### config.mk
export PLATFORM = sky130hd
export DESIGN_NAME = pipe_skid_reg_flat
export DESIGN_NICKNAME = d
export VERILOG_FILES = /design/src/rtl/pipe_skid_reg_pkg.sv /design/src/rtl/pipe_skid_reg_if.sv /design/src/rtl/pipe_skid_reg.sv /design/src/flat_wrapper.sv
export SDC_FILE = /design/constraint.sdc
export NUM_CORES = 1
export LEC_CHECK = 0
export CAP_MARGIN = 20
export CORE_UTILIZATION = 31
export CTS_BUF_LIST = sky130_fd_sc_hd__clkbuf_16
export CTS_CLUSTER_DIAMETER = 80
export DETAILED_ROUTE_END_ITERATION = 16
export PLACE_DENSITY = 0.64
export SYNTH_ARGS = -nofsm -noshare
export SYNTH_HDL_FRONTEND = slang
export SYNTH_SLANG_ARGS = --single-unit
### constraint.sdc
create_clock -name clk -period 5.8 [get_ports clk]
set_input_delay 1.16 -clock clk [delete_from_list [all_inputs] [get_ports clk]]
set_output_delay 1.16 -clock clk [all_outputs]
set_load 0.02 [all_outputs]
### src/rtl/pipe_skid_reg_pkg.sv
// ----------------------------------------------------------------------------
// pipe_skid_reg_pkg
//   Shared definitions for the pipeline-stage register:
//     PIPE_NOP      default bubble payload (all-zero NOP)
//     pipe_state_t  entry-count state of the skid variant (EMPTY/ONE/TWO)
//     state_count   number of held entries for a given state
// ----------------------------------------------------------------------------
package pipe_skid_reg_pkg;

    localparam logic [31:0] PIPE_NOP = 32'h0000_0000;

    typedef enum logic [1:0] {
        EMPTY = 2'd0,
        ONE   = 2'd1,
        TWO   = 2'd2
    } pipe_state_t;

    function automatic logic [1:0] state_count(input pipe_state_t s);
        logic [1:0] n;
        case (s)
            ONE:     n = 2'd1;
            TWO:     n = 2'd2;
            default: n = 2'd0;
        endcase
        return n;
    endfunction

endpackage

### src/rtl/pipe_skid_reg_if.sv
// ----------------------------------------------------------------------------
// pipe_skid_reg_if
//   One valid/ready/data link between two pipeline stages.
//     valid  producer has a live payload
//     ready  consumer accepts this cycle
//     data   payload, WIDTH bits
//   master: the producer side (drives valid/data, sees ready)
//   slave : the consumer side (sees valid/data, drives ready)
// ----------------------------------------------------------------------------
interface pipe_skid_reg_if #(
    parameter int WIDTH = 32
) ();
    logic             valid;
    logic             ready;
    logic [WIDTH-1:0] data;

    modport master (output valid, output data, input ready);
    modport slave  (input valid, input data, output ready);
endinterface

### src/rtl/pipe_skid_reg.sv
// ----------------------------------------------------------------------------
// pipe_skid_reg
//   Pipeline-stage register with valid/ready handshake, flush and an optional
//   2-entry skid buffer. One instance per stage boundary.
//
//   Parameters
//     WIDTH   payload width
//     SKID    1: two entries, in_ready straight from a flop
//             0: one entry, in_ready = ~out_valid | out_ready (combinational)
//     BUBBLE  payload shown on out_data while out_valid is low
//
//   Ports
//     clk        clock, all state on posedge
//     rst        synchronous, active-high reset (wins over flush)
//     flush      discard every held entry; a coincident in transfer is lost,
//                a coincident out transfer completes normally
//     in_bus     upstream link (slave):   valid/data in, ready out
//     out_bus    downstream link (master): valid/data out, ready in
//     occupancy  registered count of held entries (0..2)
// ----------------------------------------------------------------------------
module pipe_skid_reg
    import pipe_skid_reg_pkg::*;
#(
    parameter int               WIDTH  = 32,
    parameter bit               SKID   = 1'b1,
    parameter logic [WIDTH-1:0] BUBBLE = WIDTH'(PIPE_NOP)
) (
    input  logic            clk,
    input  logic            rst,
    input  logic            flush,
    pipe_skid_reg_if.slave  in_bus,
    pipe_skid_reg_if.master out_bus,
    output logic [1:0]      occupancy
);

    generate
        if (SKID) begin : g_skid
            pipe_state_t      state_reg, state_next;
            logic [WIDTH-1:0] main_reg;     // head entry
            logic [WIDTH-1:0] skid_reg;     // second entry, only meaningful in TWO
            logic             in_ready_reg;
            logic [1:0]       occ_reg;
            logic             in_xfer;
            logic             out_xfer;
            logic             load_main_in;
            logic             load_main_skid;
            logic             load_skid;

            assign in_xfer  = in_bus.valid & in_ready_reg;
            assign out_xfer = (state_reg != EMPTY) & out_bus.ready;

            always_comb begin
                state_next     = state_reg;
                load_main_in   = 1'b0;
                load_main_skid = 1'b0;
                load_skid      = 1'b0;
                case (state_reg)
                    EMPTY: begin
                        if (in_xfer) begin
                            state_next   = ONE;
                            load_main_in = 1'b1;
                        end
                    end
                    ONE: begin
                        if (in_xfer && out_xfer) begin
                            load_main_in = 1'b1;
                        end else if (in_xfer) begin
                            state_next = TWO;
                            load_skid  = 1'b1;
                        end else if (out_xfer) begin
                            state_next = EMPTY;
                        end
                    end
                    TWO: begin
                        // in_ready is low here, so only the drain can happen
                        if (out_xfer) begin
                            state_next     = ONE;
                            load_main_skid = 1'b1;
                        end
                    end
                    default: state_next = EMPTY;
                endcase
                // Flush kills everything, including an incoming word
                if (flush) begin
                    state_next     = EMPTY;
                    load_main_in   = 1'b0;
                    load_main_skid = 1'b0;
                    load_skid      = 1'b0;
                end
            end

            // in_ready and occupancy are precomputed from the next state so
            // both leave the stage as plain flop outputs.
            always_ff @(posedge clk) begin
                if (rst) begin
                    state_reg    <= EMPTY;
                    in_ready_reg <= 1'b1;
                    occ_reg      <= 2'd0;
                end else begin
                    state_reg    <= state_next;
                    in_ready_reg <= (state_next != TWO);
                    occ_reg      <= state_count(state_next);
                end
            end

            always_ff @(posedge clk) begin
                if (rst || flush) begin
                    main_reg <= BUBBLE;
                end else if (load_main_in) begin
                    main_reg <= in_bus.data;
                end else if (load_main_skid) begin
                    main_reg <= skid_reg;
                end
            end

            always_ff @(posedge clk) begin
                if (load_skid) begin
                    skid_reg <= in_bus.data;
                end
            end

            assign in_bus.ready  = in_ready_reg;
            assign out_bus.valid = (state_reg != EMPTY);
            // main_reg can be stale after the last entry drains
            assign out_bus.data  = (state_reg != EMPTY) ? main_reg : BUBBLE;
            assign occupancy     = occ_reg;
        end else begin : g_single
            logic             full_reg;
            logic [WIDTH-1:0] main_reg;
            logic             in_ready_c;
            logic             in_xfer;
            logic             out_xfer;

            // Accept when empty or when the held word leaves this same cycle
            assign in_ready_c = ~full_reg | out_bus.ready;
            assign in_xfer    = in_bus.valid & in_ready_c;
            assign out_xfer   = full_reg & out_bus.ready;

            always_ff @(posedge clk) begin
                if (rst || flush) begin
                    full_reg <= 1'b0;
                end else if (in_xfer) begin
                    full_reg <= 1'b1;
                end else if (out_xfer) begin
                    full_reg <= 1'b0;
                end
            end

            always_ff @(posedge clk) begin
                if (rst || flush) begin
                    main_reg <= BUBBLE;
                end else if (in_xfer) begin
                    main_reg <= in_bus.data;
                end
            end

            assign in_bus.ready  = in_ready_c;
            assign out_bus.valid = full_reg;
            assign out_bus.data  = full_reg ? main_reg : BUBBLE;
            assign occupancy     = {1'b0, full_reg};
        end
    endgenerate

endmodule

### src/flat_wrapper.sv
// flat-port wrapper written by rule: the top's interface ports become plain ports
module pipe_skid_reg_flat import pipe_skid_reg_pkg::*;
#(
    parameter int               WIDTH  = 32,
    parameter bit               SKID   = 1'b1,
    parameter logic [WIDTH-1:0] BUBBLE = WIDTH'(PIPE_NOP)
)
  (clk, rst, flush, occupancy, in_bus_valid, in_bus_data, in_bus_ready, out_bus_valid, out_bus_data, out_bus_ready);
  pipe_skid_reg_if #(.WIDTH(WIDTH)) in_bus_i ();
  pipe_skid_reg_if #(.WIDTH(WIDTH)) out_bus_i ();
  input  logic clk;
  input  logic rst;
  input  logic flush;
  output logic [1:0] occupancy;
  input wire logic [$bits(in_bus_i.valid)-1:0] in_bus_valid;
  input wire logic [$bits(in_bus_i.data)-1:0] in_bus_data;
  output wire logic [$bits(in_bus_i.ready)-1:0] in_bus_ready;
  output wire logic [$bits(out_bus_i.valid)-1:0] out_bus_valid;
  output wire logic [$bits(out_bus_i.data)-1:0] out_bus_data;
  input wire logic [$bits(out_bus_i.ready)-1:0] out_bus_ready;
  assign in_bus_i.valid = in_bus_valid;
  assign in_bus_i.data = in_bus_data;
  assign in_bus_ready = in_bus_i.ready;
  assign out_bus_valid = out_bus_i.valid;
  assign out_bus_data = out_bus_i.data;
  assign out_bus_i.ready = out_bus_ready;
  pipe_skid_reg #(.WIDTH(WIDTH), .SKID(SKID), .BUBBLE(BUBBLE)) u_core (.clk(clk), .rst(rst), .flush(flush), .in_bus(in_bus_i), .out_bus(out_bus_i), .occupancy(occupancy));
endmodule
---- Word level (Yosys, flattened, before mapping) ----
Cells that the tools add are included.
cells by class
  equality and inequality tests ........... 5
  mux-type cells .......................... 21
  bitwise gates (word level) .............. 2
  reduce and logical (&&, ||, !) cells .... 5
operator list
  cell                                                              count
  32-bit 2-to-1 mux                                                 3
  2-bit 2-to-1 mux                                                  6
  1-bit 2-to-1 mux                                                  9
  2-bit case mux with 3 select lines                                1
  2-bit by 1-bit == test with 1-bit output (second input constant)  2
  2-bit == test (second input constant)                             2
  2-bit case mux with 2 select lines                                1
  2-bit nonzero test                                                2
  1-bit AND                                                         2
  2-bit zero test                                                   1
  2-bit inequality test (second input constant)                     1
  1-bit case mux with 2 select lines                                1
  1-bit logical AND                                                 1
  1-bit logical OR                                                  1
storage, ports and cells
  register bits after elaboration ......... 69
  input bits .............................. 37
  output and inout port bits .............. 36
  word-level logic and storage cells ...... 38

---- Longest topological paths before layout ----
Gate-level depths: netlist of the first run.
  depth in word-level cells ............... 9
  depth in mapped cells ................... 6
  depth with buffers taken out ............ 4

---- Worst setup path before layout of the first run ----
No wires, ideal clock.
  path kind ............................... input-to-reg
  start point ............................. input out_bus_ready
  end point ............................... register u_core.g_skid.skid_reg[0] (enable)
  library setup time ...................... 0.502 ns
  arrival time ............................ 4.360 ns
  data required time ...................... 5.298 ns
  setup slack ............................. 0.939 ns
  stages .................................. 1
  buffers on the path ..................... 0
  cell sequence ........................... nor4_1
between the ends
  cells in the longest elaborated chain, start to end .. 5
ends and longest elaborated chain
  item                  RTL line              text
  from (decl)           flat_wrapper.sv:20    input wire logic [$bits(out_bus_i.ready)-1:0] out_bus_ready;
  1-bit AND             pipe_skid_reg.sv:50   assign out_xfer = (state_reg != EMPTY) & out_bus.ready;
  1-bit logical AND     pipe_skid_reg.sv:65   if (in_xfer && out_xfer) begin
  1-bit 2-to-1 mux      pipe_skid_reg.sv:65
  1-bit 2-to-1 mux      pipe_skid_reg.sv:57   case (state_reg)
  1-bit 2-to-1 mux      pipe_skid_reg.sv:84   if (flush) begin
  to (signal assigned)  pipe_skid_reg.sv:118  skid_reg <= in_bus.data;
  to (decl)             pipe_skid_reg.sv:40   logic [WIDTH-1:0] skid_reg;
Every way passes these cells.
A chain may end at the register's enable or synchronous reset.

---- Final worst setup path of the first run ----
  start point ............................. register u_core.g_skid.state_reg[1]
  end point ............................... output out_bus_data[20]
between the ends
  cells in the longest elaborated chain, start to end .. 2
ends and longest elaborated chain
  item                    RTL line              text
  from (decl)             pipe_skid_reg.sv:38   pipe_state_t state_reg, state_next;
  from (signal assigned)  pipe_skid_reg.sv:100  state_reg <= state_next;
  2-bit nonzero test      pipe_skid_reg.sv:125  assign out_bus.data = (state_reg != EMPTY) ? main_reg : BUBBLE;
  32-bit 2-to-1 mux       pipe_skid_reg.sv:125
  to (decl)               flat_wrapper.sv:19    output wire logic [$bits(out_bus_i.data)-1:0] out_bus_data;
Every way passes these cells.

==> results.toml, run 1 <==
[drt]
antenna_left = 0
vias = 1943
first_pass_iters = 4
routedWlPerCell_um = 13.7
viasPerCell = 4.66
drt-initial-drc-count = 54
met3_length_um = 343
post-route-drc-count = 0
dr.max_layer_used = "met4"
routedLengthMet1_um = 2450
wl_um = 5700
wl_met2_um = 2780

[worst_setup_path]
worstPathArrival_ps = 1850
crit_chain = "nor2_2, buf_4, nor2b_1, clkdlybuf4s50_1"
crit_required_ps = 4640
cp_max_fo = 33
crit_path_end_kind = "output port"
start_kind = "flip-flop"
slowest_delay_ps = 620
crit_type = "reg -> out"
slowest_stage = "clkdlybuf4s50_1"

[synth]
netlist.area_leader.share_pct = 36.3
synth_edf_count = 32
syn_area_um2 = 2640
async_flop_share_pct = 0
syn_area_per_cell_um2 = 11.2
yosysWarnings = 0
yosysTopAreaCell = "edfxtp_1"
seq_area_frac_synth_pct = 64.4
synth-compound-area-share_pct = 9.89
synth_area_leaders = "edfxtp_1 (36%), dfxtp_1 (28%), nor2b_1 (7.8%)"
synthesis.nets = 273
synthMuxAreaShare_pct = 0.757
ys.flop_type = "dfxtp_1"
synthSimpleGateAreaFrac_pct = 20.9
synth_cell_types = 23
syn_inst = 236
synth_top_family_by_area = "simple AND/OR/NAND/NOR gates"
synth_seq_cells = 69
synth_fa_ha_area_share_pct = 0
synth_xor_area_share_pct = 0.331

[cells_and_area]
final_cell_mix = "clkdlybuf4s50_1 (72), dfxtp_1 (37), nor2_1 (35)"
syn2layout_area_growth_pct = 41.5
nets = 344
drive_gt1_share_pct = 8.97
n_antenna_cell = 0
layout_commonest_cell = "clkdlybuf4s50_1"

[clocking]
cts_tree = "done"
cts.sinks = 69
cts_setup_buffers = 0
clock_latency_ps = 320
clkTransAtPathRegs_ps = 50
htreeDepth = 3
cts_root_buf = "clkbuf_16"
tritoncts.num_buffers = 9
cts_buffer_depth = 2
cts_resized = 0
hold_buffers = 0

[hold_path]
hold_path_class = "reg -> reg"

[sta]
worst_pin_slew_ps = 757
rsz0062_at_grt = "false"
max_freq_ghz = 0.332
period_share_pct = 51.9
setup_violations = 0
fin_worst_skew_ps = 3.28
drv_slew = 0
maxSlewHeadroom_pct = 49.5
finalWorstPathRequiredPeriod_ps = 3010
fin_ws_ps = 2790
finalSetupTns_ps = 0
finalHoldViolations = 0

[pwr]
power_density_nw_per_um2 = 304
leakage_nw = 1.29
ir_drop_uv = 165

[placed_design]
dp_slack_ps = 2840
hpwl_um = 3580
port_buffers = 72
gp_congestion = 0.781

[grt]
grt_overflow = 0
antenna_found_initial = 0
grt_usage_pct = 13.8
grt_start_max_net_pins = 38
grt_pass1_wl_um = 9140
grt_pass1_vias = 1891

[die]
io_pins = 73
core_area_um2 = 8220
die_w_um = 94.4
fp.dieH_um = 94.4
die_area_um2 = 8900
start_util_pct = 32.2
rows = 33

[run_status]
status = "finished, final reports clean"

[job]
maxCapViolCount = 0
==> worst max-delay path: cells and delay by family (launching register included) <==
family,cells,cell delay (ps)
buffers and inverters,2,860
and+or+nand+nor,2,240
DFF,1,420
==> per-stage QoR <==
stage | hold WS (ps) | cell area [µm²] | utilization [%] | total power [mW] | cells
global placement | 480 | 3460 | 42.1 | 0.630 | 401
finish | 488 | 3740 | 45.5 | 1.14 | 417
floorplan | 471 | 2640 | - | 0.586 | 236
global route | 515 | 3740 | 45.5 | 1.18 | 417
detailed placement | 484 | 3460 | 42.1 | 0.632 | 401
CTS | 491 | 3740 | 45.5 | 1.15 | 417
==> per-layer routing <==
| layer | up-vias | global-route usage, % |
|---|---|---|
| li1 | 982 | - |
| met1 | 897 | 16.4 |
| met2 | 53 | 23.2 |
| met3 | 11 | 3.70 |
| met4 | 0 | 6.54 |
| met5 | - | 0 |
==> final timing paths <==
path                                            from                                 endpoint  slack (ps)  cells after the start
max reg2reg    u_core.g_skid.state_reg[1]$_SDFF_PP0_  u_core.g_skid.main_reg[31]$_SDFFE_PP0P_        4140                      5
min reg2reg  u_core.g_skid.main_reg[24]$_SDFFE_PP0P_  u_core.g_skid.main_reg[24]$_SDFFE_PP0P_         490                      2
min          u_core.g_skid.main_reg[24]$_SDFFE_PP0P_  u_core.g_skid.main_reg[24]$_SDFFE_PP0P_         490                      2
max            u_core.g_skid.state_reg[1]$_SDFF_PP0_                         out_bus_data[20]        2790                      4
==> Yosys cell counts (all sizes together) (2+ instances only) <==
cell    instances
dfxtp          37
nor2           36
nor2b          33
edfxtp         32
nor3           32
o22ai          30
clkbuf         12
buf             5
inv             3
a211oi          2
mux2i           2
nand3b          2
or3             2
==> power by group <==
group	internal, mW	total, mW	switching [mW]
Clock	0.326	0.515	0.189
Combinational	0.0469	0.0920	0.0450
Sequential	0.523	0.528	0.00553
Total	0.896	1.14	0.240
==> area by class of cell <==
cell class                      count  area [µm²]
Clock buffer                        9         225
Multi-Input combinational cell    147         855
Tap cell                          105         131
Fill cell                         791        4480
Timing Repair Buffer               77         758
Clock inverter                      7        58.8
Sequential cell                    69        1700
Inverter                            3        11.3
==> logic make-up (layout without fill, tap and decap cells) <==
kind of cell | count (synthesis) | after routing
XOR/XNOR | 1 | 1
multiplexers | 2 | 2
AND/OR/NAND/NOR | 109 | 109
AO/OA/AOI/OAI | 35 | 35
flip-flops | 69 | 69
buffers and inverters | 20 | 96
Note: power is estimated with default switching activity, not from simulation.
==> run 2: changes to the inputs <==
- PLACE_DENSITY: 0.64 -> 0.66
- clock period: 5.8 -> 2.66 ns (I/O delays scaled with it)
==> results.toml, run 2 (same netlist as run 1, synthesis figures left out) <==
[grt]
grt_pass1_vias = 1853
grt_usage_pct = 13.8
grt_start_max_net_pins = 35
grt_pass1_wl_um = 9280
antenna_found_initial = 0
grt_overflow = 0

[placed_design]
gp_congestion = 0.737
hpwl_um = 3740
dpl.cell_count = 403
port_buffers = 72

[sta]
drv_slew = 0
max_freq_ghz = 0.428
maxSlewHeadroom_pct = 72.9
setup_violations = 0
worst_pin_slew_ps = 407
finalSetupTns_ps = 0
finalHoldViolations = 0
fin_worst_skew_ps = 5.75
finalWorstPathRequiredPeriod_ps = 2340
rsz0062_at_grt = "false"
period_share_pct = 87.8

[clocking]
tritoncts.num_buffers = 9
clkTransAtPathRegs_ps = 60
cts_tree = "done"
cts_resized = 0
clock_latency_ps = 320
cts_setup_buffers = 0
cts.sinks = 69
htreeDepth = 3
cts_buffer_depth = 2
cts_root_buf = "clkbuf_16"
hold_buffers = 0

[worst_setup_path]
crit_chain = "nor2_4, buf_4, nor2b_1, clkdlybuf4s50_1"
start_kind = "flip-flop"
crit_required_ps = 2130
cp_max_fo = 17
crit_type = "reg -> out"
slowest_delay_ps = 620
crit_path_end_kind = "output port"
worstPathArrival_ps = 1800
slowest_stage = "clkdlybuf4s50_1"

[drt]
routedWlPerCell_um = 13.5
viasPerCell = 4.65
vias = 1947
wl_um = 5650
first_pass_iters = 4
antenna_left = 0
post-route-drc-count = 0
drt-initial-drc-count = 72

[pwr]
power_density_nw_per_um2 = 674
leakage_nw = 1.32
ir_drop_uv = 276

[die]
die_w_um = 94.4
core_area_um2 = 8220
io_pins = 73
start_util_pct = 32.2
die_area_um2 = 8900
rows = 33
fp.dieH_um = 94.4

[cells_and_area]
nets = 346
fillers = 772
syn2layout_area_growth_pct = 44.9
layout.cells.non_filler = 419
final_cell_mix = "clkdlybuf4s50_1 (72), dfxtp_1 (37), nor2_1 (35)"
layout_commonest_cell = "clkdlybuf4s50_1"
n_antenna_cell = 0
drive_gt1_share_pct = 10.8

[hold_path]
hold_path_class = "reg -> reg"

[job]
maxCapViolCount = 0

[run_status]
status = "finished, final reports clean"
==> run 2: cell types whose count changed in the layout (fill, tap and decap cells not counted), sizes merged <==
cell,previous run,this run
buf,5,7
clkbuf,9,10
clkinv,4,3
clkinvlp,0,1
inv,5,4
==> run 2: final timing paths <==
kind,start,endpoint,slack [ps],depth (start not counted)
max reg2reg,u_core.g_skid.state_reg[1]$_SDFF_PP0_,u_core.g_skid.main_reg[26]$_SDFFE_PP0P_,970,5
max,u_core.g_skid.state_reg[1]$_SDFF_PP0_,out_bus_data[28],320,4
min,u_core.g_skid.main_reg[9]$_SDFFE_PP0P_,u_core.g_skid.main_reg[9]$_SDFFE_PP0P_,490,2
min reg2reg,u_core.g_skid.main_reg[9]$_SDFFE_PP0P_,u_core.g_skid.main_reg[9]$_SDFFE_PP0P_,490,2
==> run 2: power by group <==
group	switching (mW)	leakage (nW)	total, mW	internal, mW
sequential	0.0136	0.591	1.15	1.14
clock	0.435	0.154	1.22	0.786
combinational	0.100	0.573	0.206	0.105
total	0.549	1.32	2.58	2.03
==> run 2: final cells by class <==
type | instances | area [µm²] | share of cell area [%]
inverter | 3 | 11.3 | 0.294
clock buffer | 10 | 250 | 6.53
tap | 105 | 131 | 3.43
sequential | 69 | 1700 | 44.4
timing repair buffer | 79 | 798 | 20.8
clock inverter | 6 | 68.8 | 1.80
multi-input combinational | 147 | 868 | 22.7
==> run 2: metal layers <==
metal  up-vias  share of wire (%)  track usage, %
met3         8                4.7            2.98
met1       890                 48            18.9
li1        995                  -               -
met5         -                  0               0
met2        54                 46            20.8
met4         0                1.3            6.03
==> run 2: worst max-delay path, delay by kind of cell, from the launching register on <==
family,cells,cell delay [ps]
buffers and inverters,2,820
and+or+nand+nor,2,220
DFF,1,450
==> run 2: stage by stage <==
stage	total power, mW	hold slack, ps	setup WS, ps	util [%]	cell area [µm²]
after floorplan	1.28	471	498	-	2660
after global placement	1.38	481	367	42.7	3510
after detailed placement	1.38	486	306	42.7	3510
after CTS	2.62	494	283	46.6	3830
after global routing	2.70	514	221	46.6	3830
final	2.58	490	324	46.6	3830
